===== config.mk =====
export PLATFORM = sky130hd
export DESIGN_NAME = uart_tx_arbiter_flat
export DESIGN_NICKNAME = d
export VERILOG_FILES = /design/src/rtl/uart_tx_arbiter_if.sv /design/src/rtl/uart_tx_arbiter.sv /design/src/flat_wrapper.sv
export SDC_FILE = /design/constraint.sdc
export NUM_CORES = 1
export LEC_CHECK = 0
export CORE_MARGIN = 5
export CORE_UTILIZATION = 44
export CTS_BUF_LIST = sky130_fd_sc_hd__clkbuf_2 sky130_fd_sc_hd__clkbuf_4 sky130_fd_sc_hd__clkbuf_8
export CTS_CLUSTER_SIZE = 28
export DETAILED_ROUTE_END_ITERATION = 7
export PLACE_DENSITY = 0.88
export REMOVE_ABC_BUFFERS = 1
export SYNTH_ARGS = -nofsm -noshare
export SYNTH_HDL_FRONTEND = slang
export SYNTH_SLANG_ARGS = --single-unit
export TNS_END_PERCENT = 50

===== constraint.sdc =====
create_clock -name clk -period 1.92 [get_ports clk]
set_clock_uncertainty 0.1 [all_clocks]
set_input_delay 0.192 -clock clk [delete_from_list [all_inputs] [get_ports clk]]
set_output_delay 0.192 -clock clk [all_outputs]
set_load 0.005 [all_outputs]

===== src/rtl/uart_tx_arbiter_if.sv =====
// Byte-stream bundle between the requesters, the arbiter and the UART TX shifter.
// The master side is the requesters plus the transmitter. The slave side is the arbiter.
interface uart_tx_arbiter_if #(
    parameter int N_REQ = 2
) ();
    logic [N_REQ-1:0]   req_valid;
    logic [8*N_REQ-1:0] req_data;
    logic [N_REQ-1:0]   req_last;
    logic [N_REQ-1:0]   req_ready;
    logic               tx_valid;
    logic [7:0]         tx_data;
    logic               tx_ready;

    modport master (
        output req_valid, req_data, req_last, tx_ready,
        input  req_ready, tx_valid, tx_data
    );

    modport slave (
        input  req_valid, req_data, req_last, tx_ready,
        output req_ready, tx_valid, tx_data
    );
endinterface


===== src/rtl/uart_tx_arbiter.sv =====
// Round-robin arbiter that shares one UART TX byte port among N_REQ requesters.
// A grant is held for a whole message, so messages never interleave on the line.
// A stalled owner is released after TIMEOUT_CYC idle cycles. A value of 0 disables the timeout.
module uart_tx_arbiter #(
    parameter int N_REQ       = 2,
    parameter int TIMEOUT_CYC = 65535
) (
    input  logic                    clk,
    input  logic                    rst,
    uart_tx_arbiter_if.slave        bus,
    output logic [N_REQ-1:0]        grant_o,
    output logic                    timeout_evt_o
);
    localparam int              PTR_W    = (N_REQ > 1) ? $clog2(N_REQ) : 1;
    localparam logic [PTR_W:0]  NREQ_W   = (PTR_W+1)'(N_REQ);
    localparam logic [PTR_W-1:0] LAST_IDX = PTR_W'(N_REQ - 1);
    localparam logic [15:0]     TMO      = 16'(TIMEOUT_CYC);

    typedef enum logic {IDLE, OWN} state_e;

    state_e             state_q, state_d;
    logic [N_REQ-1:0]   grant_q, grant_d;
    logic [PTR_W-1:0]   owner_q, owner_d;
    logic [PTR_W-1:0]   rrPtr_q, rrPtr_d;
    logic [15:0]        stallCnt_q, stallCnt_d;

    logic [PTR_W-1:0]   pickIdx;
    logic [PTR_W:0]     candSum;
    logic [PTR_W-1:0]   candIdx;
    logic               ownerValid;
    logic               ownerLast;
    logic [7:0]         ownerData;
    logic               xfer;
    logic               lastXfer;
    logic               timeoutHit;

    // Find the first valid requester at or after rrPtr_q. The loop runs downward so the nearest candidate wins.
    always_comb begin
        pickIdx = rrPtr_q;
        candSum = '0;
        candIdx = '0;
        for (int k = N_REQ - 1; k >= 0; k--) begin
            candSum = {1'b0, rrPtr_q} + (PTR_W+1)'(k);
            if (candSum >= NREQ_W) begin
                candSum = candSum - NREQ_W;
            end
            candIdx = candSum[PTR_W-1:0];
            if (bus.req_valid[candIdx]) begin
                pickIdx = candIdx;
            end
        end
    end

    // Select the current owner's byte, valid and last flags from the registered owner index.
    always_comb begin
        ownerValid = 1'b0;
        ownerLast  = 1'b0;
        ownerData  = '0;
        for (int k = 0; k < N_REQ; k++) begin
            if (owner_q == PTR_W'(k)) begin
                ownerValid = bus.req_valid[k];
                ownerLast  = bus.req_last[k];
                ownerData  = bus.req_data[8*k +: 8];
            end
        end
    end

    // Next-state and output logic: arbitration in IDLE, pass-through and release in OWN.
    always_comb begin
        state_d       = state_q;
        grant_d       = grant_q;
        owner_d       = owner_q;
        rrPtr_d       = rrPtr_q;
        stallCnt_d    = stallCnt_q;
        bus.tx_valid  = 1'b0;
        bus.tx_data   = '0;
        bus.req_ready = '0;
        xfer          = 1'b0;
        lastXfer      = 1'b0;
        timeoutHit    = 1'b0;
        case (state_q)
            IDLE: begin
                if (|bus.req_valid) begin
                    state_d          = OWN;
                    owner_d          = pickIdx;
                    grant_d          = '0;
                    grant_d[pickIdx] = 1'b1;
                    stallCnt_d       = '0;
                end
            end
            OWN: begin
                bus.tx_valid  = ownerValid;
                bus.tx_data   = ownerData;
                bus.req_ready = grant_q & {N_REQ{bus.tx_ready}};
                xfer          = ownerValid && bus.tx_ready;
                lastXfer      = xfer && ownerLast;
                timeoutHit    = (TMO != 16'd0) && (stallCnt_q >= TMO) && !lastXfer;
                if (xfer) begin
                    stallCnt_d = '0;
                end else if (!ownerValid && (stallCnt_q != 16'hFFFF)) begin
                    stallCnt_d = stallCnt_q + 16'd1;
                end
                if (lastXfer || timeoutHit) begin
                    state_d    = IDLE;
                    grant_d    = '0;
                    stallCnt_d = '0;
                    rrPtr_d    = (owner_q == LAST_IDX) ? '0 : owner_q + 1'b1;
                end
            end
            default: begin
                state_d = IDLE;
            end
        endcase
    end

    // State registers with synchronous reset. A reset mid-message drops the partial message.
    always_ff @(posedge clk) begin
        if (rst) begin
            state_q    <= IDLE;
            grant_q    <= '0;
            owner_q    <= '0;
            rrPtr_q    <= '0;
            stallCnt_q <= '0;
        end else begin
            state_q    <= state_d;
            grant_q    <= grant_d;
            owner_q    <= owner_d;
            rrPtr_q    <= rrPtr_d;
            stallCnt_q <= stallCnt_d;
        end
    end

    assign grant_o       = grant_q;
    assign timeout_evt_o = timeoutHit;
endmodule


===== src/flat_wrapper.sv =====
// flat-port wrapper written by rule: the top's interface ports become plain ports
module uart_tx_arbiter_flat 
#(
    parameter int N_REQ       = 2,
    parameter int TIMEOUT_CYC = 65535
)
  (clk, rst, grant_o, timeout_evt_o, bus_req_valid, bus_req_data, bus_req_last, bus_tx_ready, bus_req_ready, bus_tx_valid, bus_tx_data);
  uart_tx_arbiter_if #(.N_REQ(N_REQ)) bus_i ();
  input  logic clk;
  input  logic rst;
  output logic [N_REQ-1:0] grant_o;
  output logic timeout_evt_o;
  input wire logic [$bits(bus_i.req_valid)-1:0] bus_req_valid;
  input wire logic [$bits(bus_i.req_data)-1:0] bus_req_data;
  input wire logic [$bits(bus_i.req_last)-1:0] bus_req_last;
  input wire logic [$bits(bus_i.tx_ready)-1:0] bus_tx_ready;
  output wire logic [$bits(bus_i.req_ready)-1:0] bus_req_ready;
  output wire logic [$bits(bus_i.tx_valid)-1:0] bus_tx_valid;
  output wire logic [$bits(bus_i.tx_data)-1:0] bus_tx_data;
  assign bus_i.req_valid = bus_req_valid;
  assign bus_i.req_data = bus_req_data;
  assign bus_i.req_last = bus_req_last;
  assign bus_i.tx_ready = bus_tx_ready;
  assign bus_req_ready = bus_i.req_ready;
  assign bus_tx_valid = bus_i.tx_valid;
  assign bus_tx_data = bus_i.tx_data;
  uart_tx_arbiter #(.N_REQ(N_REQ), .TIMEOUT_CYC(TIMEOUT_CYC)) u_core (.clk(clk), .rst(rst), .bus(bus_i), .grant_o(grant_o), .timeout_evt_o(timeout_evt_o));
endmodule

Word level (Yosys, flattened, before mapping)
Index checks and enable logic that the tools add are counted.
Widths: inputs -> output; s select.

word-level totals
  memories kept = 0
  output and inout bits = 14
  bits in latches = 0
  register bits = 21
  memory bits (read-only) = 0
  bits of input ports = 23
  logic and storage cells = 65
  bits in writable memories = 0

cells by class
  $mul = 0
  reductions and logical operators = 13
  shift-type cells = 0
  equality and inequality tests = 4
  magnitude comparators = 7
  $add $sub $neg = 5
  div/mod/pow operators = 0
  muxes and demuxes = 29
  bitwise logic cells = 2

operators with widths
  operator               count
  $mux 16                4
  $pmux 16 s2            1
  $add 16x1->16 const B  1
  $ge 16x16->1 const B   1
  $mux 1                 16
  $mux 8                 2
  $ne 16x16->1 const B   1
  $reduce_and 2->1       4
  $lt 1x2->1 const B     3
  $mux 2                 3
  $logic_and 1x1->1      5
  $ne 4x4->1 const B     1
  $pmux 2 s2             1
  $add 1x1->2 const B    1
  $and 2x2->2            1
  $ge 1x2->1 const B     1
  $ge 2x2->1 const B     1
  $logic_not 1->1        2
  $ne 2x1->1 const B     1
  $ne 2x2->1 const B     1
  $pmux 1 s2             1
  $reduce_or 2->1        1
  $sub 1x1->1 const B    2
  $add 1x1->1 const B    1
  4 further kinds        4

Depth between registers and ports, before layout
  depth in word-level cells = 13
  gate-level depth with buffers = 7
  gate-level depth less buffers = 6

Worst setup path after synthesis
Ideal clock, no wire load.

  path type = register to register
  start = reg u_core.stallCnt_q[0]
  end = reg u_core.stallCnt_q[9]
  clock period less this slack = 1.948 ns
  data arrival time = 1.721 ns
  library setup time = 0.127 ns
  required time = 1.693 ns
  buffers on the path = 1
  cell stages (with the launch flop) = 8
  slack = -0.028 ns
  cell sequence = dfxtp_1 -> ha_1 -> nand4_1 -> or4_4 -> and3_1 -> buf_6 -> a41oi_1 -> a31oi_1

on the way
  longest elaborated chain between the ends = 5
  elaborated cells between the ends (all ways) = 12
  classes of those cells = 1 x add/sub; 1 x order compare; 2 x eq/ne; 4 x mux; 4 x reduce/logical

ends and longest elaborated chain
  item                                             RTL line                                       text
  start: declaration                               uart_tx_arbiter.sv:25                          logic [15:0] stallCnt_q, stallCnt_d;
  start signal: assignment                         uart_tx_arbiter.sv:129                         stallCnt_q <= stallCnt_d;
  $add 16x1->16 or $ge 16x16->1 (tied branches)    uart_tx_arbiter.sv:101, uart_tx_arbiter.sv:97
  $mux 16 or $logic_and 1x1->1 (tied branches)     uart_tx_arbiter.sv:100, uart_tx_arbiter.sv:97
  $mux 16 or $logic_or 1x1->1 (tied branches)      uart_tx_arbiter.sv:98, uart_tx_arbiter.sv:103
  $mux 16 or $ne 4x4->1 (tied branches)            n/a
  $pmux 16 s2 or $reduce_and 2->1 (tied branches)  n/a

Several ways; a longest one is shown, not always the timed one. The select of a mux whose other input is x is not followed.
A chain may end at the register's enable or synchronous reset.

Worst setup path in the final report
  start = reg u_core.stallCnt_q[0]
  end = reg u_core.stallCnt_q[3]

The elaborated chain is that of the path after synthesis.

==> flow_metrics.py <==
metrics = {
    "drt": {
        "drc": 0,
        "viasPerCell": 6.45,
        "wl_mm": 5.80,
        "postRouteAntennaNets": 0,
        "drtPass1Iterations": 8,
        "avgRoutedWirePerCell_um": 20.2,
        "drt_iter0_drc": 184,
        "vias": 1850,
    },
    "logic_synthesis": {
        "avgSynthCellArea_um2": 7.43,
        "syn_inst": 169,
        "synth_area_leader_cell": "dfxtp_1",
        "ys.flop_type": "dfxtp_1",
        "synth_seq_cells": 21,
        "synth_area_leaders": "dfxtp_1, mux2i_1, o21ai_0",
        "synth_seq_area_share": 0.335,
        "yosysMostFrequentCell": "dfxtp_1",
        "synthArstFlopShare": 0,
        "ys_warn_count": 0,
        "netlist_area_um2": 1260,
        "synthTopCellsByCount": "dfxtp_1, nor2_1, nand2_1",
        "synth_cell_types": 37,
        "yosysTopAreaCellShare": 0.335,
        "synth_edf_count": 0,
    },
    "die": {
        "num_rows": 19,
        "start_util": 0.456,
        "io_pins": 37,
        "core_area_um2": 2760,
        "die_y_um": 63.4,
        "dieArea_um2": 4020,
        "die_width_um": 63.4,
    },
    "critical_path": {
        "crit_type": "reg2reg",
        "crit_fanout": 5,
        "reg2reg_slack_ns": -0.23,
        "crit_arrival_ns": 2.28,
        "cp_data_required_time_ns": 2.05,
        "rr_worst_depth": 11,
        "startpoint_type": "flip-flop",
        "end_kind": "flip-flop",
        "rr_endpoint": "u_core.stallCnt_q[3]",
        "r2r-start": "u_core.stallCnt_q[0]",
    },
    "power_and_ir_drop": {
        "power.leakage_nw": 0.983,
        "ir_worst_vdd_uv": 558,
        "p_per_area_nw_per_um2": 420,
    },
    "clocking": {
        "clockBufferDepth": 2,
        "cts-root-buf": "clkbuf_4",
        "clk_pin_slew_ns": 0.12,
        "clk_latency_ns": 0.32,
        "h-tree-depth": 1,
        "cts_tree": "yes",
        "cts.sinks": 21,
        "cts_made_buffers": 3,
    },
    "timing": {
        "tightest_slew_ns": 0.506,
        "fin_setup_tns_ns": -3.83,
        "relSlewSlack": 0.654,
        "period_share": 1.12,
        "drv_slew": 0,
        "setup_ws_ns": -0.227,
        "rsz0062_at_grt": "true",
        "finalHoldViolCount": 0,
        "period_minus_slack_ns": 2.15,
        "hold_slack_ns": 0.429,
        "setup_viol": 22,
        "fmax_mhz": 466,
    },
    "layout": {
        "nNetsFinal": 281,
        "regArea_um2": 435,
        "postLayoutCellArea_um2": 2300,
        "n_fill_cell": 143,
        "multi_input_area_um2": 938,
        "num_antenna_cells": 0,
        "drive_gt1_frac": 0.387,
        "area_growth_pct": 83.1,
    },
    "outcome": {
        "status": "finished, violations left",
        "violations": "setup timing",
    },
    "grt": {
        "grt_pass1_wl_mm": 7.02,
        "antenna_found_initial": 0,
        "grt_pass1_vias": 1515,
        "grt_start_max_net_pins": 14,
        "grt_overflow": 0,
        "grt_usage": 0.214,
    },
    "place": {
        "io_buffers": 36,
        "dp_hpwl_mm": 2.89,
        "postPlaceCellArea_um2": 1900,
        "gp_routability_congestion": 0.829,
        "pre_cts_slack_ns": -0.164,
    },
    "hold_path": {
        "hp-start": "u_core.grant_o[1]",
        "worstHoldPathType": "reg2reg",
        "min_path_cells": 1,
        "worstHoldEndpoint": "u_core.grant_o[1]",
    },
    "job": {
        "maxCapViolCount": 0,
    },
}
## power breakdown
part / internal, W / total (W) / switching, W / leakage (nW)
registers: 0.000444 / 0.000457 / 0.0000125 / 0.174
clock network: 0.0000957 / 0.000242 / 0.000146 / 0.0184
logic: 0.000151 / 0.000267 / 0.000116 / 0.791
## registers in the layout (all words and copies together) (netlist names)
signal and cells:
u_core.state_q 1, u_core.rrPtr_q 1, u_core.stallCnt_q 16, u_core.owner_q 1
u_core.grant_o 2
## final cells by class
cell class / count / share of cell area
well taps: 31 / 0.0169
inverters: 8 / 0.0131
clock buffers: 4 / 0.0131
flip-flops and latches: 21 / 0.189
repair buffers: 90 / 0.360
multi-input cells: 133 / 0.408
## metal layers
layer,up-vias,global-route usage,wire length (um)
li1,799,-,-
met1,875,0.241,2030
met2,138,0.374,2990
met3,38,0.0515,501
met4,0,0.0987,288
met5,-,0,0
## per-stage QoR
stage | cells | total power (W) | utilization
after global placement | 266 | 0.000672 | 0.688
after CTS | 279 | 0.000922 | 0.752
after floorplan | 162 | 0.000541 | -
final | 287 | 0.000966 | 0.834
after global routing | 287 | 0.00100 | 0.834
after detailed placement | 266 | 0.000677 | 0.688
## kinds of logic after synthesis
group / Yosys count / synth area share
adders and majority gates: 1 / 0.00996
muxes: 10 / 0.0807
and+or+nand+nor: 76 / 0.304
AOI/OAI and AO/OA: 46 / 0.219
DFF: 21 / 0.335
buffers and inverters: 15 / 0.0518
## layout by cell type, fill, tap and decap left out, types with 2 or more instances in the layout
| master | instances |
|---|---|
| nand3_2 | 2 |
| dlymetal6s2s_1 | 3 |
| inv_1 | 7 |
| dfxtp_2 | 6 |
| nor2_1 | 16 |
| dfxtp_4 | 2 |
| and3_1 | 5 |
| dfxtp_1 | 13 |
| nor3_2 | 3 |
| a211oi_1 | 4 |
| o21ai_2 | 5 |
| buf_4 | 42 |
| buf_6 | 11 |
| nand3_1 | 6 |
| nand4_1 | 5 |
| o21ai_1 | 13 |
| a21oi_2 | 5 |
| mux2i_1 | 9 |
| clkdlybuf4s50_1 | 31 |
| a21o_1 | 2 |
| nand2_2 | 3 |
| nor2_4 | 2 |
| nor3_1 | 6 |
| nand2_1 | 13 |
| clkbuf_4 | 4 |
| o21ai_0 | 5 |
| a31oi_1 | 3 |
| or3_1 | 4 |
## worst max-delay path, stage by stage, from the launching register on
cell and delay [ns]:
dfxtp_2 0.37, ha_4 0.15, buf_6 0.10, nand4_1 0.11, buf_4 0.18, nor4_4 0.32, buf_6 0.19, buf_6 0.13
nor2_4 0.04, buf_4 0.15, a21oi_2 0.14, o21ai_1 0.07
## worst max path at each step
stage,start,to,slack (ns),cells past startpoint
finish,u_core.stallCnt_q[0],u_core.stallCnt_q[3],-0.23,11
global route,u_core.stallCnt_q[0],u_core.stallCnt_q[3],-0.31,11
CTS,u_core.stallCnt_q[1],u_core.stallCnt_q[5],-0.07,10
detailed placement,u_core.stallCnt_q[0],u_core.stallCnt_q[9],-0.16,8
global placement,u_core.stallCnt_q[0],timeout_evt_o,-0.09,7
floorplan,u_core.stallCnt_q[0],u_core.stallCnt_q[7],-0.67,6
## timing repair
item,CTS,global route
endpoints found under the setup margin,29,28
setup buffers,9,8
pin swaps,11,19
resized for setup,27,56
hold buffers,0,0
cloned,0,1
Note: power is estimated with default switching activity, not from simulation.
